[src/rtl/mby_sb_tx_egress.sv]
// Sideband egress: per-channel flit FIFOs, credit-gated round-robin message arbiter, registered put port.
// Latency 2 cycles accept-to-put; agent stalls via agt_ready on FIFO full, fabric via per-channel credits.
module mby_sb_tx_egress #(
  parameter int PAYLOAD_W   = 8,
  parameter int NUM_CH      = 2,
  parameter int FIFO_DEPTH  = 8,
  parameter int MAX_CREDITS = 4,
  parameter int CW          = $clog2(MAX_CREDITS + 1)
) (
  input  logic                          mby_secondary_clock,
  input  logic                          mby_secondary_reset,
  input  logic [NUM_CH-1:0]             agt_valid,
  output logic [NUM_CH-1:0]             agt_ready,
  input  logic [NUM_CH*PAYLOAD_W-1:0]   agt_payload,
  input  logic [NUM_CH-1:0]             agt_eom,
  output logic [NUM_CH-1:0]             sb_put,
  output logic [PAYLOAD_W-1:0]          sb_payload,
  output logic                          sb_eom,
  input  logic [NUM_CH-1:0]             sb_cup,
  output logic [NUM_CH*CW-1:0]          credit_cnt,
  output logic                          cup_overflow,
  output logic                          tx_idle
);

  localparam int AW = $clog2(FIFO_DEPTH);
  localparam int RW = (NUM_CH > 1) ? $clog2(NUM_CH) : 1;
  localparam int DW = PAYLOAD_W + 1;

  typedef enum logic {S_IDLE = 1'b0, S_SEND = 1'b1} state_t;

  state_t                r_state;
  logic [RW-1:0]         r_lock;
  logic [RW-1:0]         r_rr;
  logic [NUM_CH-1:0]     r_sb_put;
  logic [PAYLOAD_W-1:0]  r_sb_payload;
  logic                  r_sb_eom;
  logic                  r_ovf;
  logic                  r_idle;

  logic [DW-1:0]         w_head_ch [NUM_CH];
  logic [NUM_CH-1:0]     w_empty;
  logic [NUM_CH-1:0]     w_empty_nxt;
  logic [NUM_CH-1:0]     w_elig;
  logic [NUM_CH-1:0]     w_pop;
  logic [NUM_CH-1:0]     w_consume;
  logic [NUM_CH-1:0]     w_ovf_hit;
  logic                  w_pop_any;
  logic [RW-1:0]         w_pop_ch;
  logic [RW-1:0]         w_rr_nxt;
  logic [DW-1:0]         w_head;
  state_t                w_state_nxt;
  int                    w_idx;

  for (genvar c = 0; c < NUM_CH; c++) begin : g_ch
    logic [DW-1:0]  r_mem [FIFO_DEPTH];
    logic [AW-1:0]  r_wptr;
    logic [AW-1:0]  r_rptr;
    logic [AW:0]    r_cnt;
    logic           r_rdy;
    logic [CW-1:0]  r_cred;
    logic           w_push;
    logic [AW:0]    w_cnt_nxt;

    assign w_push         = agt_valid[c] & r_rdy;
    assign w_cnt_nxt      = r_cnt + (AW+1)'(w_push) - (AW+1)'(w_pop[c]);
    assign w_empty[c]     = (r_cnt == '0);
    assign w_empty_nxt[c] = (w_cnt_nxt == '0);
    assign w_elig[c]      = !w_empty[c] && (r_cred != '0);
    assign w_head_ch[c]   = r_mem[r_rptr];
    assign w_ovf_hit[c]   = sb_cup[c] & ~w_consume[c] & (r_cred == CW'(MAX_CREDITS));
    assign agt_ready[c]   = r_rdy;
    assign credit_cnt[c*CW +: CW] = r_cred;

    always_ff @(posedge mby_secondary_clock) begin
      if (w_push) r_mem[r_wptr] <= {agt_eom[c], agt_payload[c*PAYLOAD_W +: PAYLOAD_W]};
    end

    always_ff @(posedge mby_secondary_clock or posedge mby_secondary_reset) begin
      if (mby_secondary_reset) begin
        r_wptr <= '0;
        r_rptr <= '0;
        r_cnt  <= '0;
        r_rdy  <= 1'b0;
        r_cred <= '0;
      end else begin
        if (w_push)   r_wptr <= r_wptr + 1'b1;
        if (w_pop[c]) r_rptr <= r_rptr + 1'b1;
        r_cnt <= w_cnt_nxt;
        r_rdy <= (w_cnt_nxt != (AW+1)'(FIFO_DEPTH));
        // Eligibility requires a credit, so consume never underflows; cup at max saturates.
        if (sb_cup[c] && !w_consume[c] && r_cred != CW'(MAX_CREDITS)) r_cred <= r_cred + 1'b1;
        else if (!sb_cup[c] && w_consume[c])                         r_cred <= r_cred - 1'b1;
      end
    end
  end

  always_comb begin
    w_idx     = 0;
    w_pop_any = 1'b0;
    w_pop_ch  = r_lock;
    w_pop     = '0;
    if (r_state == S_SEND) begin
      w_pop_any = !w_empty[r_lock];
    end else begin
      // Walk from the farthest offset down so the channel nearest r_rr wins.
      for (int i = NUM_CH - 1; i >= 0; i--) begin
        w_idx = int'(r_rr) + i;
        if (w_idx >= NUM_CH) w_idx = w_idx - NUM_CH;
        if (w_elig[w_idx]) begin
          w_pop_any = 1'b1;
          w_pop_ch  = RW'(w_idx);
        end
      end
    end
    if (w_pop_any) w_pop[w_pop_ch] = 1'b1;
  end

  assign w_head    = w_head_ch[w_pop_ch];
  assign w_consume = (r_state == S_IDLE) ? w_pop : '0;
  assign w_rr_nxt  = (w_pop_ch == RW'(NUM_CH - 1)) ? '0 : w_pop_ch + 1'b1;

  always_comb begin
    w_state_nxt = r_state;
    if (w_pop_any) w_state_nxt = w_head[PAYLOAD_W] ? S_IDLE : S_SEND;
  end

  always_ff @(posedge mby_secondary_clock or posedge mby_secondary_reset) begin
    if (mby_secondary_reset) begin
      r_state      <= S_IDLE;
      r_lock       <= '0;
      r_rr         <= '0;
      r_sb_put     <= '0;
      r_sb_payload <= '0;
      r_sb_eom     <= 1'b0;
      r_ovf        <= 1'b0;
      r_idle       <= 1'b1;
    end else begin
      r_state      <= w_state_nxt;
      r_sb_put     <= w_pop;
      r_sb_payload <= w_pop_any ? w_head[PAYLOAD_W-1:0] : '0;
      r_sb_eom     <= w_pop_any & w_head[PAYLOAD_W];
      if (w_pop_any && !w_head[PAYLOAD_W]) r_lock <= w_pop_ch;
      if (w_pop_any &&  w_head[PAYLOAD_W]) r_rr   <= w_rr_nxt;
      if (|w_ovf_hit) r_ovf <= 1'b1;
      r_idle <= (&w_empty_nxt) & (w_state_nxt == S_IDLE) & !w_pop_any;
    end
  end

  assign sb_put       = r_sb_put;
  assign sb_payload   = r_sb_payload;
  assign sb_eom       = r_sb_eom;
  assign cup_overflow = r_ovf;
  assign tx_idle      = r_idle;

endmodule

[config.mk]
export PLATFORM = sky130hd
export DESIGN_NAME = mby_sb_tx_egress
export DESIGN_NICKNAME = d
export VERILOG_FILES = /design/src/rtl/mby_sb_tx_egress.sv
export SDC_FILE = /design/constraint.sdc
export NUM_CORES = 1
export LEC_CHECK = 0
export ABC_CLOCK_PERIOD_IN_PS = 6500
export BUFFER_PORTS_ARGS = -buffer_cell sky130_fd_sc_hd__buf_2
export CAP_MARGIN = 20
export CORE_MARGIN = 2
export CORE_UTILIZATION = 46
export CTS_BUF_LIST = sky130_fd_sc_hd__clkbuf_8 sky130_fd_sc_hd__clkbuf_16
export CTS_CLUSTER_SIZE = 14
export DETAILED_ROUTE_END_ITERATION = 12
export PLACE_DENSITY = 0.72
export SYNTH_ARGS = -nofsm -noshare
export SYNTH_HDL_FRONTEND = slang
export SYNTH_SLANG_ARGS = --single-unit
[constraint.sdc]
create_clock -name mby_secondary_clock -period 6.5 [get_ports mby_secondary_clock]
set_input_delay 1.3 -clock mby_secondary_clock [delete_from_list [all_inputs] [get_ports mby_secondary_clock]]
set_output_delay 1.3 -clock mby_secondary_clock [all_outputs]
set_load 0.01 [all_outputs]
==> metrics.cfg <==
[outcome]
status = complete, no violations

[routing]
dr_total_vias = 3984
drt_iter0_markers = 350
detail_route.wl_per_cell_um = 19.9
drc_errors = 0
drt-vias-per-instance = 5.53
final_antenna_net_count = 0
drt_first_pass_iters = 4
drt-total-wl_um = 14300

[yosys]
synth_top_cell_area_share_pct = 55.3
yosys-top-cells-count = edfxtp_1 (144), dfrtp_1 (43), mux4_2 (36), a211oi_1 (17), inv_1 (17)
async_reset_ff_share_pct = 23.4
yosysUniqueCellTypes = 53
synth_most_common_cell = edfxtp_1
synth_area_leaders = edfxtp_1 (55%), dfrtp_1 (14%), mux4_2 (10%)
synth-main-ff-cell = edfxtp_1
synth-edff-count = 144
ys_seq_area_share_pct = 69.4
synthCells = 442
syn_area_um2 = 7820
syn_avg_cell_area_um2 = 17.7
synth_seq_cells = 188
yosys_warnings = 0
synth_nets = 482
synth.largest_area_cell = edfxtp_1

[timing]
fmaxAchievable_mhz = 274
clock_skew_ns = 0.00810
setup_tns_ns = 0
final.setup.worst_slack_ns = 2.85
period_share_pct = 56.1
setup_viol = 0
tightestPinTransition_ns = 1.12
min_period_ns = 3.65
slew_violations = 0
rsz0062_at_grt = no
finalHoldViolCount = 0
slew_headroom_pct = 25.4

[layout]
final_cell_count_no_fill = 721
finalNetCount = 530
area.growth.synth_to_final_pct = 12.6
num_antenna_cells = 0
final_layout_size_suffix_gt1_share_pct = 26.9

[clocking]
clk_pin_slew_worst_paths_ns = 0.07
cts_sinks = 188
cts_buffers = 17
cts-root-buf = clkbuf_16
ctsHoldBuffers = 0
clockBufferDepth = 2
cts_resized = 0
clk_latency_ns = 0.42
htreeDepth = 4
cts_setup_buffers = 0
cts_tree = built

[floorplanning]
die_h_um = 134
die_area_um2 = 18000
rows = 47
core_area_um2 = 16600
dieWidth_um = 134
start_util_pct = 47.1
io_pins = 45

[place]
post-place-ws_ns = 2.89
dpl.cell_count = 691
gp_congestion = 0.804
dp_hpwl_um = 9370
portBuffers = 44

[critical_path]
cp-start-kind = flop
critPathKind = flop to flop
worstPathArrival_ns = 3.97
end_kind = flop
critPathRequiredTime_ns = 6.82
crit_path_max_fanout = 20

[power]
peakVddDrop_mv = 0.227
powerDensity_nw_per_um2 = 495
cellLeakagePower_nw = 3.11
power.total_w = 0.00435

[global_route]
grt_pass1_wl_um = 22600
grt_overflow = 0
grt_start_max_net_pins = 45
antenna_found_initial = 1
grt_pass1_vias = 4104
grt.total_usage_pct = 17.0

[job]
maxCapViolations = 0

[worst_hold_path]
hold_path.class = flop to flop

-- cell usage in the layout (no fill, tap or decap), types with 14 or more instances in the layout --
master     count
inv_1         17
mux4_2        36
buf_2         44
mux2i_1       14
clkbuf_16     17
nor2_1        16
dfrtp_1       43
edfxtp_1     144
a211oi_1      17
-- final cells by class --
class | instances | area, um2
clock buffers | 17 | 425
clock inverters | 13 | 120
fillers | 1293 | 7780
inverters | 18 | 67.6
multi-input cells | 218 | 2240
flip-flops and latches | 188 | 5430
well taps | 220 | 275
repair buffers | 47 | 243
-- sequential cells by signal (all words and copies together), names as in the netlist --
register	count
g_ch.r_rptr	6
sb_payload	8
r_rr	1
tx_idle	1
sb_put	2
sb_eom	1
g_ch.r_cred	6
g_ch.r_mem	144
cup_overflow	1
r_lock	1
g_ch.r_cnt	8
g_ch.r_rdy	2
g_ch.r_wptr	6
r_state	1
-- cells by family (layout without fill, tap and decap cells) --
family,count (synthesis),count (layout),share of synthesized area [%]
buffers and inverters,36,95,2.35
AND/OR/NAND/NOR,81,81,5.75
flip-flops,188,188,69.4
multiplexers,56,56,13.2
adder cells (fa/ha/maj),16,16,2.95
AO/OA/AOI/OAI,50,50,4.67
XOR/XNOR,15,15,1.68
-- per-layer routing --
metal	part of all wire [%]	vias up	global-route usage, %	wire (um)
met5	0.077	-	0	11
li1	-	1824	-	-
met4	2.1	2	7.37	299
met2	51	96	27.5	7270
met3	3.3	23	3.40	468
met1	44	2039	22.7	6270
-- per-stage QoR --
step           utilization, %  hold slack [ns]  area [um2]
2_1_floorplan               -            0.459        7820
3_3_place_gp             49.8            0.476        8250
3_5_place_dp             49.8            0.484        8250
4_1_cts                  53.1            0.500        8800
5_1_grt                  53.1            0.518        8800
6_report                 53.1            0.493        8800
-- path summary, 6_finish.rpt --
path | start | endpoint | slack (ns) | cells past startpoint
max | g_ch[1].r_cnt[2] | tx_idle | 2.85 | 14
max in group asynchronous | mby_secondary_reset | sb_put[0] | 4.83 | 2
min | cup_overflow | cup_overflow | 0.49 | 2
min in group asynchronous | mby_secondary_reset | g_ch[1].r_cred[0] | 1.08 | 2
max reg2reg | g_ch[1].r_cnt[2] | tx_idle | 2.85 | 14
min reg2reg | cup_overflow | cup_overflow | 0.49 | 2
-- report_power, final --
| part | leakage, nW | internal, W | total (W) | switching (W) |
|---|---|---|---|---|
| clock network | 0.264 | 0.000527 | 0.000961 | 0.000434 |
| logic | 1.03 | 0.000738 | 0.00154 | 0.000802 |
| registers | 1.81 | 0.00159 | 0.00185 | 0.000267 |
-- worst max-delay path, cell delays in order (launching register included) --
cell and delay [ns]:
dfrtp_1 0.32, inv_1 0.05, ha_1 0.20, nor3b_1 0.16, or3_1 0.48, o2bb2ai_4 0.51
nor2_4 0.12, xnor2_1 0.20, ha_1 0.21, inv_1 0.06, fa_1 0.49, inv_1 0.06
nor3_1 0.33, nand3_1 0.12, nor4_1 0.23
Note: power is estimated with default switching activity, not from simulation.
